## src/rtl/mandelbrot_pkg.sv

```systemverilog
// Shared types and constants for the Mandelbrot raster front end.
package mandelbrot_pkg;

  // Signed Q16.16 fixed-point coordinate
  typedef logic signed [31:0] fixed_t;

  localparam int unsigned FRAC          = 16;
  localparam int unsigned SCREEN_WIDTH  = 640;
  localparam int unsigned SCREEN_HEIGHT = 480;

  // Complex distance per pixel at zoom 0: 3.0/640 in Q16.16
  localparam fixed_t BASE_STEP = 32'sd307;

  typedef enum logic [1:0] {
    IDLE  = 2'd0,
    SETUP = 2'd1,
    RUN   = 2'd2,
    DONE  = 2'd3
  } state_e;

endpackage

```

## src/rtl/raster_origin_calc.sv

```systemverilog
// Derives the per-pixel step and the top-left corner of the view from the
// latched centre and zoom, using shifts and adds only.
module raster_origin_calc
  import mandelbrot_pkg::*;
(
  input  fixed_t     center_re,
  input  fixed_t     center_im,
  input  logic [3:0] zoom,
  output fixed_t     step,
  output fixed_t     real_min,
  output fixed_t     imag_max
);

  fixed_t step_raw;

  // Step from zoom (clamped to 1 LSB) and half-screen offsets 320*step / 240*step
  always_comb begin
    step_raw = BASE_STEP >>> zoom;
    if (step_raw == 32'sd0) begin
      step = 32'sd1;
    end else begin
      step = step_raw;
    end
    real_min = center_re - (step <<< 8) - (step <<< 6);
    imag_max = center_im + (step <<< 8) - (step <<< 4);
  end

endmodule

```

## src/rtl/raster_scheduler.sv

```systemverilog
// Walks the screen in raster order and hands one (x, y, re, im) work item per
// pixel to the iteration engine over a valid/ready handshake. Coordinates are
// stepped incrementally; the view origin is computed once per frame.
module raster_scheduler
  import mandelbrot_pkg::*;
#(
  parameter int unsigned ROW_PIXELS = SCREEN_WIDTH,
  parameter int unsigned FRAME_ROWS = SCREEN_HEIGHT
) (
  input  logic        clk,
  input  logic        rst,
  input  logic        start,
  input  fixed_t      cfg_center_re,
  input  fixed_t      cfg_center_im,
  input  logic [3:0]  cfg_zoom,
  output logic        busy,
  output logic        frame_done,
  output logic        out_valid,
  input  logic        out_ready,
  output logic [9:0]  x,
  output logic [8:0]  y,
  output fixed_t      real_part,
  output fixed_t      im_part,
  output logic        last
);

  localparam logic [9:0] X_LAST = 10'(ROW_PIXELS - 1);
  localparam logic [8:0] Y_LAST = 9'(FRAME_ROWS - 1);

  state_e     state_q, state_d;
  logic       busy_q, busy_d;
  logic       frame_done_q, frame_done_d;
  logic       out_valid_q, out_valid_d;
  logic       last_q, last_d;
  logic [9:0] x_q, x_d;
  logic [8:0] y_q, y_d;
  fixed_t     re_q, re_d;
  fixed_t     im_q, im_d;
  fixed_t     step_q, step_d;
  fixed_t     real_min_q, real_min_d;
  fixed_t     cfg_re_q, cfg_re_d;
  fixed_t     cfg_im_q, cfg_im_d;
  logic [3:0] cfg_zoom_q, cfg_zoom_d;

  fixed_t     calc_step;
  fixed_t     calc_real_min;
  fixed_t     calc_imag_max;
  logic       xfer;
  logic [9:0] nx;
  logic [8:0] ny;

  raster_origin_calc u_origin (
    .center_re (cfg_re_q),
    .center_im (cfg_im_q),
    .zoom      (cfg_zoom_q),
    .step      (calc_step),
    .real_min  (calc_real_min),
    .imag_max  (calc_imag_max)
  );

  // Next-state and next-output logic for the frame sequencer
  always_comb begin
    state_d      = state_q;
    busy_d       = busy_q;
    frame_done_d = 1'b0;
    out_valid_d  = out_valid_q;
    last_d       = last_q;
    x_d          = x_q;
    y_d          = y_q;
    re_d         = re_q;
    im_d         = im_q;
    step_d       = step_q;
    real_min_d   = real_min_q;
    cfg_re_d     = cfg_re_q;
    cfg_im_d     = cfg_im_q;
    cfg_zoom_d   = cfg_zoom_q;
    xfer         = out_valid_q && out_ready;
    nx           = x_q;
    ny           = y_q;

    case (state_q)
      IDLE: begin
        if (start) begin
          cfg_re_d   = cfg_center_re;
          cfg_im_d   = cfg_center_im;
          cfg_zoom_d = cfg_zoom;
          busy_d     = 1'b1;
          state_d    = SETUP;
        end else begin
          state_d = IDLE;
        end
      end
      SETUP: begin
        step_d      = calc_step;
        real_min_d  = calc_real_min;
        x_d         = 10'd0;
        y_d         = 9'd0;
        re_d        = calc_real_min;
        im_d        = calc_imag_max;
        last_d      = (X_LAST == 10'd0) && (Y_LAST == 9'd0);
        out_valid_d = 1'b1;
        state_d     = RUN;
      end
      RUN: begin
        if (xfer) begin
          if (last_q) begin
            out_valid_d  = 1'b0;
            last_d       = 1'b0;
            frame_done_d = 1'b1;
            state_d      = DONE;
          end else begin
            if (x_q == X_LAST) begin
              nx   = 10'd0;
              ny   = y_q + 9'd1;
              re_d = real_min_q;
              im_d = im_q - step_q;
            end else begin
              nx   = x_q + 10'd1;
              ny   = y_q;
              re_d = re_q + step_q;
            end
            x_d    = nx;
            y_d    = ny;
            last_d = (nx == X_LAST) && (ny == Y_LAST);
          end
        end else begin
          state_d = RUN;
        end
      end
      DONE: begin
        busy_d  = 1'b0;
        state_d = IDLE;
      end
      default: begin
        busy_d      = 1'b0;
        out_valid_d = 1'b0;
        last_d      = 1'b0;
        state_d     = IDLE;
      end
    endcase
  end

  // State and output registers with synchronous reset
  always_ff @(posedge clk) begin
    if (rst) begin
      state_q      <= IDLE;
      busy_q       <= 1'b0;
      frame_done_q <= 1'b0;
      out_valid_q  <= 1'b0;
      last_q       <= 1'b0;
      x_q          <= 10'd0;
      y_q          <= 9'd0;
      re_q         <= 32'sd0;
      im_q         <= 32'sd0;
      step_q       <= 32'sd0;
      real_min_q   <= 32'sd0;
      cfg_re_q     <= 32'sd0;
      cfg_im_q     <= 32'sd0;
      cfg_zoom_q   <= 4'd0;
    end else begin
      state_q      <= state_d;
      busy_q       <= busy_d;
      frame_done_q <= frame_done_d;
      out_valid_q  <= out_valid_d;
      last_q       <= last_d;
      x_q          <= x_d;
      y_q          <= y_d;
      re_q         <= re_d;
      im_q         <= im_d;
      step_q       <= step_d;
      real_min_q   <= real_min_d;
      cfg_re_q     <= cfg_re_d;
      cfg_im_q     <= cfg_im_d;
      cfg_zoom_q   <= cfg_zoom_d;
    end
  end

  assign busy       = busy_q;
  assign frame_done = frame_done_q;
  assign out_valid  = out_valid_q;
  assign last       = last_q;
  assign x          = x_q;
  assign y          = y_q;
  assign real_part  = re_q;
  assign im_part    = im_q;

endmodule

```

## config.mk

```make
export PLATFORM = sky130hd
export DESIGN_NAME = raster_scheduler
export DESIGN_NICKNAME = d
export VERILOG_FILES = /design/src/rtl/mandelbrot_pkg.sv /design/src/rtl/raster_origin_calc.sv /design/src/rtl/raster_scheduler.sv
export SDC_FILE = /design/constraint.sdc
export NUM_CORES = 1
export LEC_CHECK = 0
export BUFFER_PORTS_ARGS = -buffer_cell sky130_fd_sc_hd__buf_2
export CORE_MARGIN = 3
export CORE_UTILIZATION = 55
export CTS_CLUSTER_SIZE = 10
export DETAILED_ROUTE_END_ITERATION = 6
export PLACE_DENSITY = 0.83
export SLEW_MARGIN = 30
export SYNTH_ARGS = -nofsm -noshare
export SYNTH_HDL_FRONTEND = slang
export SYNTH_SLANG_ARGS = --single-unit
```

## constraint.sdc

```tcl
create_clock -name clk -period 5.2 [get_ports clk]
set_input_delay 0.52 -clock clk [delete_from_list [all_inputs] [get_ports clk]]
set_output_delay 0.52 -clock clk [all_outputs]
set_load 0.05 [all_outputs]
```

# Word level (Yosys, flattened, before mapping)
# Index checks and enable logic that the tools add are counted.
# W data, S select, Z words.
# word_totals
ff_bits	221
output_inout_bits	87
# op_classes
n_addsub	8
n_eq_ne	12
shifts	1
muxes	36
bitwise	2
n_reduce_logical	13
# op_table
operator	count
$mux W32	7
$pmux W32 S2	2
$sub A32 B32 Y32	4
$add A32 B32 Y32	2
$mux W10	6
$mux W9	6
$logic_not A32 Y1	1
$sshr A10 B4 Y32 const A	1
$eq A10 B10 Y1 const B	2
$pmux W10 S2	1
$pmux W9 S2	1
$add A10 B1 Y10 const B	1
$ne A2 B2 Y1 const B	5
$add A9 B1 Y9 const B	1
$eq A9 B9 Y1 const B	1
$pmux W2 S4	1
$mux W1	7
$pmux W1 S2	3
$reduce_and A2 Y1	3
$reduce_and A3 Y1	2
$eq A2 B2 Y1 const B	2
$mux W2	2
$reduce_and A4 Y1	1
$reduce_bool A2 Y1	2
6 further kinds	8

# Longest topological paths before layout
# Gate-level depths: netlist (run 1).
# depth
depth_word	10
ltp_mapped	17
ltp_nobuf	17

# Modules after synthesis
# A second synthesis (run 1) with hierarchy kept.
# unflattened
cells_unflattened	2053
area_unflattened_um2	15705.1
# by_module_without_submodules
module	instances	cells_each	area_each_um2	seq_area_each_um2
raster_scheduler	1	1570	12335.6	4424.2
raster_origin_calc	1	483	3369.5	0.0

# Worst setup path after synthesis (run 1)
# Ideal clock, no wire load.
# synth_timing
kind	reg-to-reg
startpoint	reg cfg_zoom_q[1]
endpoint	reg re_q[28] (netlist: real_part[28])
setup_ns	0.115
t_arrival_ns	3.929
required_time_ns	5.085
setup_slack_ns	1.156
stages_incl_launch_ff	18
period_less_slack_ns	4.044
path_cell_list	dfxtp_1 -> inv_1 -> ha_1 -> nor3b_1 -> nor3_1 -> a21oi_1 -> or3b_2 -> ha_1 -> ha_1 -> o21a_1 -> o21a_1 -> o2111a_1 -> o31a_1 -> o21ai_0 -> nor3b_1 -> xnor2_1 -> nor2_1 -> o21a_1
# synth_via
elab_chain_cells	6
# synth_rtl
item	line_no	rtl
start: declaration	raster_scheduler.sv:43	logic [3:0] cfg_zoom_q, cfg_zoom_d;
start signal: assignment	raster_scheduler.sv:174	cfg_zoom_q <= cfg_zoom_d;
$sshr A10 B4 Y32 *	raster_origin_calc.sv:18	step_raw = BASE_STEP >>> zoom;
$logic_not A32 Y1	raster_origin_calc.sv:19	if (step_raw == 32'sd0) begin
$mux W32 *	raster_origin_calc.sv:19	
$sub A32 B32 Y32	raster_origin_calc.sv:24	real_min = center_re - (step <<< 8) - (step <<< 6);
$sub A32 B32 Y32 *	raster_origin_calc.sv:24	
$pmux W32 S2 *	raster_scheduler.sv:81	case (state_q)
end signal: assignment	raster_scheduler.sv:168	re_q <= re_d;
end: declaration	raster_scheduler.sv:37	fixed_t re_q, re_d;
# Mark *: on every way between the ends. The rest lies on a longest branch, timed or not.
# A chain may end at the register's enable or synchronous reset.

# Worst setup path after layout (run 1)
# layout_timing
startpoint	reg cfg_zoom_q[1]
endpoint	reg im_q[26] (netlist: im_part[26])
# layout_via
elab_chain_cells	6
# layout_rtl
item	line_no	rtl
$sshr A10 B4 Y32 *	raster_origin_calc.sv:18	
$logic_not A32 Y1	raster_origin_calc.sv:19	
$mux W32 *	raster_origin_calc.sv:19	
net calc_step[5]	raster_scheduler.sv:45	fixed_t calc_step;
$add A32 B32 Y32	raster_origin_calc.sv:25	imag_max = center_im + (step <<< 8) - (step <<< 4);
$sub A32 B32 Y32 *	raster_origin_calc.sv:25	
$pmux W32 S2 *	raster_scheduler.sv:81	
end signal: assignment	raster_scheduler.sv:169	im_q <= im_d;
end: declaration	raster_scheduler.sv:38	fixed_t im_q, im_d;
# Mark *: on every way through the listed nets, which the timed path passes. The rest lies on a longest branch.

==> results of run 1 <==
## through the flow
step | total power [uW] | setup WS [ns] | instance area [um2] | utilization | instances
6_report | 5160 | 0.555 | 14100 | 0.636 | 2053
5_1_grt | 5460 | 0.0743 | 14100 | 0.636 | 2053
3_5_place_dp | 3860 | 0.658 | 13500 | 0.611 | 2020
4_1_cts | 5130 | 0.571 | 14100 | 0.636 | 2052
2_1_floorplan | 3370 | 1.16 | 12500 | - | 1646
3_3_place_gp | 3810 | 0.738 | 13500 | 0.611 | 2020
## power groups by stage
stage               registers (uW)  clock network, uW  logic, uW
floorplan                     1970                  0       1400
global placement              1810                  0       2010
detailed placement            1810                  0       2050
CTS                           1780               1280       2080
global route                  1800               1350       2320
finish                        1780               1270       2100
## logic make-up (layout without fill, tap and decap cells)
logic type / Yosys count / in the layout / share of synthesized area
xor+xnor: 63 / 63 / 0.0441
flops: 198 / 198 / 0.317
fa+ha+maj: 96 / 96 / 0.103
buf+inv: 175 / 301 / 0.0525
compound gates: 466 / 466 / 0.232
other cells: 0 / 1 / 0
simple gates: 616 / 616 / 0.225
mux: 32 / 32 / 0.0262
## flip-flops by register name (all words and copies together), names as in the netlist
| name | cells |
|---|---|
| cfg_im_q | 32 |
| cfg_re_q | 32 |
| frame_done | 1 |
| busy | 1 |
| last | 1 |
| real_part | 32 |
| state_q | 2 |
| y | 9 |
| im_part | 32 |
| real_min_q | 32 |
| step_q | 9 |
| x | 10 |
| cfg_zoom_q | 4 |
| out_valid | 1 |
## critical path: stages, from the launching register on
cell       delay [ns]
dfxtp_1          0.40
inv_1            0.12
ha_1             0.33
or3_1            0.44
inv_1            0.13
fa_1             0.41
inv_1            0.07
ha_1             0.28
a21oi_1          0.16
o21ai_0          0.14
or3_1            0.35
o211ai_1         0.22
o22ai_1          0.17
a31oi_1          0.36
o21ai_0          0.29
a2111oi_0        0.50
nor3_1           0.11
## worst paths after layout
check / startpoint / to / slack (ns) / cells past startpoint
max: cfg_zoom_q[1] / im_part[26] / 0.56 / 16
max reg2reg: cfg_zoom_q[1] / im_part[26] / 0.56 / 16
min: cfg_center_re[7] / cfg_re_q[7] / 0.30 / 3
min reg2reg: cfg_im_q[13] / cfg_im_q[13] / 0.46 / 2
## synthesized netlist by cell type (8+ instances only)
library cell and n:
a211oi_1 42, o21a_1 17, a31oi_1 15, nand3_1 33, xor2_1 24, buf_1 12, or2_2 9, nor4_1 8
or3_1 17, nand2_1 252, o211ai_1 24, a21oi_1 178, nor2_1 163, nand4_1 10, a21o_1 25, nor3_1 33
o31ai_1 8, mux2i_1 26, nor2b_1 18, nand2b_1 22, fa_1 12, xnor2_1 39, a22oi_1 10, ha_1 84
o22ai_1 9, o21ai_0 82, inv_1 91, and3_1 13, clkbuf_1 72, dfxtp_1 198
## per-layer routing
metal / wire length, um / vias to the layer above / part of all wire
met5: 0 / - / 0
met4: 644 / 0 / 0.018
met3: 3060 / 64 / 0.086
met2: 16800 / 499 / 0.47
met1: 15100 / 5707 / 0.42
li1: - / 6033 / -
## area by class of cell
class                           count  area (um2)
Timing Repair Buffer              178         947
Multi-Input combinational cell   1273        7900
Inverter                           91         342
Antenna cell                        1        2.50
Fill cell                        1923        8030
Tap cell                          280         350
Sequential cell                   198        3960
Clock inverter                     14         123
Clock buffer                       18         429
==> metrics.cfg, run 1 <==
[cts]
ctsLongestPathBuffers=2
cts_made_buffers=17
cts-root-buf=clkbuf_16
clk_latency_ns=0.45
ctsResizeCount=0
postCtsHoldBufs=0
cts_tree=done
cts.sinks=198
clk_pin_slew_ns=0.08
cts_setup_buffers=0
htreeDepth=4

[sta]
hold_viol_final=0
tns_ns=0
tightest_slew_ns=0.952
max_slew_margin=0.361
whs_ns=0.298
rsz0062_at_grt=false
min_period_ns=4.64
fin_crit_sh=0.893
finalClockSkew_ns=0.0115
fmax_ghz=0.215
slew_violations=0
setup_viol=0

[power]
ir_drop_v=0.000285
power_frac_clock=0.247
comb_power_share=0.408
seq_power_share=0.345
switching_power_uw=2110
p_int_uw=3040
switching_share=0.410
p_per_area_nw_per_um2=367
leakage_uw=0.00587

[worst_setup_path]
cp-start-kind=register
cp-end-kind=register
cp_max_fo=5
cp_data_arrival_time_ns=4.96
worstPathRequired_ns=5.52
critPathKind=register to register

[grt]
grt_util_met3=0.0550
grt_pass1_wl_um=57500
grt_overflow_total=0
antenna_found_initial=2
grt_max_degree=115
grtUsageMet1=0.376
grt_pass1_vias=11600
grt_use_met2=0.483
track_usage=0.287
grt-busiest-layer=met2

[detailed_routing]
drtIter0Drc=1184
wl_per_cell_um=17.3
drt_pass1_iterations=6
drc_errors=0
viasPerCell=5.99
via_count=12300
ant_nets=0
wirelength_um=35600

[floorplanning]
die_w_um=157
die_area_um2=24600
ios=159
die_y_um=157
start_util=0.566
core_area_um2=22100
num_rows=54

[final_layout]
synthToLayoutAreaGrowth_pct=12.4
final_common_cell=nand2_1
layout_common_cells=nand2_1 (251), dfxtp_1 (198), a21oi_1 (178)
drive_above_1_share=0.135
final_nets=1927

[worst_hold_path]
hp-class=primary input to register

[logic_synthesis]
postSynthAreaPerCell_um2=7.60
synth_top_area_frac=0.317
ys_warn_count=0
yosys.area.top_type=dfxtp_1
ys_async_sr_fraction=0
yosysSeqAreaShare=0.317
synth_area_leaders=dfxtp_1 (32%), ha_1 (8.4%), nand2_1 (7.6%), a21oi_1 (7.1%), nor2_1 (4.9%)
synth-edff-count=0
synth_nets=1814
netlist_instances=1646
synthFlopType=dfxtp_1
synth_cell_types=67
syn_area_um2=12500
ys_seq_elements=198

[placement]
dp_hpwl_um=25400
portBuffers=158
gp_congestion=0.919

[run]
cap_violations=0

[status]
status=completed

No activity file was read; power rests on OpenSTA's default activity.
==> run 2: changes to the inputs <==
--- a/config.mk
+++ b/config.mk
@@ -10,7 +10,8 @@
 export CORE_UTILIZATION = 55
 export CTS_CLUSTER_SIZE = 10
 export DETAILED_ROUTE_END_ITERATION = 6
-export PLACE_DENSITY = 0.83
+export MAX_ROUTING_LAYER = met4
+export PLACE_DENSITY = 0.88
 export SLEW_MARGIN = 30
 export SYNTH_ARGS = -nofsm -noshare
 export SYNTH_HDL_FRONTEND = slang
==> run 2 against run 1 <==
Net effect: register-to-register slack is essentially flat; largest cell class unchanged; power grew 0.55%; worst setup slack gained 0.00058 ns.
==> metrics.cfg, run 2 (synthesis gave the netlist of run 1 again) <==
[cts]
cts_made_buffers=17  ; unchanged
clk_pin_slew_ns=0.08  ; about the same
cts_setup_buffers=0  ; unchanged
postCtsHoldBufs=0  ; unchanged
cts.sinks=198  ; unchanged
cts_tree=done
cts-root-buf=clkbuf_16
ctsResizeCount=0  ; unchanged
clk_latency_ns=0.45  ; about the same
ctsLongestPathBuffers=2  ; unchanged
htreeDepth=4  ; unchanged

[sta]
setup_viol=0  ; unchanged
slew_violations=0  ; unchanged
tightest_slew_ns=0.879  ; -0.0730 ns
min_period_ns=4.64  ; -0.000584 ns
rsz0062_at_grt=false
fmax_ghz=0.215  ; about the same
fin_crit_sh=0.893  ; about the same
finalClockSkew_ns=0.0118  ; +0.000336 ns
tns_ns=0  ; unchanged
max_slew_margin=0.414  ; +0.0526
hold_viol_final=0  ; unchanged

[final_layout]
layout_common_cells=nand2_1 (251), dfxtp_1 (198), a21oi_1 (178)
final_common_cell=nand2_1
drive_above_1_share=0.135  ; about the same
synthToLayoutAreaGrowth_pct=12.5  ; about the same
final_nets=1927  ; unchanged
postLayoutCellArea_um2=14100  ; about the same
diodes=0  ; -1

[floorplanning]
core_area_um2=22100  ; unchanged
num_rows=54  ; unchanged
die_y_um=157  ; unchanged
start_util=0.566  ; unchanged
die_area_um2=24600  ; unchanged
ios=159  ; unchanged
die_w_um=157  ; unchanged

[status]
status=completed

[worst_setup_path]
cp-start-kind=register
cp_data_arrival_time_ns=4.96  ; about the same
cp_max_fo=5  ; unchanged
worstPathRequired_ns=5.52  ; about the same
cp-end-kind=register
critPathKind=register to register

[detailed_routing]
viasPerCell=6.05  ; +1.0%
drtIter0Drc=1195  ; +0.93%
drt_pass1_iterations=5  ; -1
wl_per_cell_um=17.4  ; +0.56%
drc_errors=0  ; unchanged
via_count=12400  ; +0.93%
wirelength_um=35700  ; +0.47%
ant_nets=0  ; unchanged

[power]
leakage_uw=0.00588  ; +0.11%
totalPowerFinal_uw=5190  ; +0.55%
ir_drop_v=0.000240  ; -16%
p_per_area_nw_per_um2=369  ; +0.50%

[grt]
antenna_found_initial=0  ; -2
grt_pass1_wl_um=57500  ; about the same
grt-busiest-layer=met2
grt_max_degree=115  ; unchanged
grt_pass1_vias=11700  ; +1.4%
track_usage=0.292  ; +0.00554
grt_use_met2=0.473  ; -0.00981
grt_overflow_total=0  ; unchanged
grtUsageMet1=0.375  ; -0.000581
grt_util_met3=0.0492  ; -0.00581

[placement]
portBuffers=158  ; unchanged
dp_hpwl_um=25200  ; -0.50%
postPlaceCellArea_um2=13500  ; unchanged
gp_congestion=0.924  ; +0.52%

[worst_hold_path]
hp-class=primary input to register

[run]
cap_violations=0  ; unchanged

run 2: changes by cell type in the layout (fill, tap and decap cells not counted), sizes merged:
cell,change
bufinv,+1
clkinv,-5
clkinvlp,+1
diode,-1
inv,+2
run 2: worst paths after layout:
check | startpoint | cells past startpoint | end | slack, ns
setup / recovery | cfg_zoom_q[1] | 16 | im_part[26] | 0.56
hold / removal | cfg_center_re[7] | 3 | cfg_re_q[7] | 0.30
setup reg to reg | cfg_zoom_q[1] | 16 | im_part[26] | 0.56
hold reg to reg | cfg_re_q[6] | 2 | cfg_re_q[6] | 0.46
run 2: metrics by stage:
stage / hold WS, ns / cells / setup slack, ns / utilization
after floorplan: 0.436 / 1646 / 1.16 / -
after global placement: 0.443 / 2020 / 0.696 / 0.611
after detailed placement: 0.450 / 2020 / 0.632 / 0.611
after CTS: 0.298 / 2051 / 0.589 / 0.637
after global routing: 0.293 / 2051 / 0.205 / 0.637
final: 0.302 / 2051 / 0.556 / 0.637
run 2: where the power goes:
part | switching, uW | total (uW) | internal (uW)
clock | 625 | 1300 | 676
sequential | 136 | 1780 | 1650
combinational | 1330 | 2100 | 772
run 2: cell type report:
cell class / count / area (um2)
clock inverter: 13 / 123
tap: 280 / 350
fill: 1886 / 8030
clock buffer: 18 / 439
sequential: 198 / 3960
timing repair buffer: 178 / 947
inverter: 91 / 342
multi-input combinational: 1273 / 7900
run 2: per-layer routing:
layer,up-vias,part of all wire
met3,83,0.082
met5,-,0
met4,0,0.026
met2,565,0.46
met1,5752,0.43
li1,6018,-
run 2: worst max-delay path: stages, from the launching register on:
cell	delay (ns)
dfxtp_1	0.39
inv_1	0.13
ha_1	0.34
or3_1	0.45
inv_1	0.14
fa_1	0.41
inv_1	0.07
ha_1	0.29
a21oi_1	0.17
o21ai_0	0.14
or3_1	0.35
o211ai_1	0.23
o22ai_1	0.17
a31oi_1	0.37
o21ai_0	0.29
a2111oi_0	0.48
nor3_1	0.11
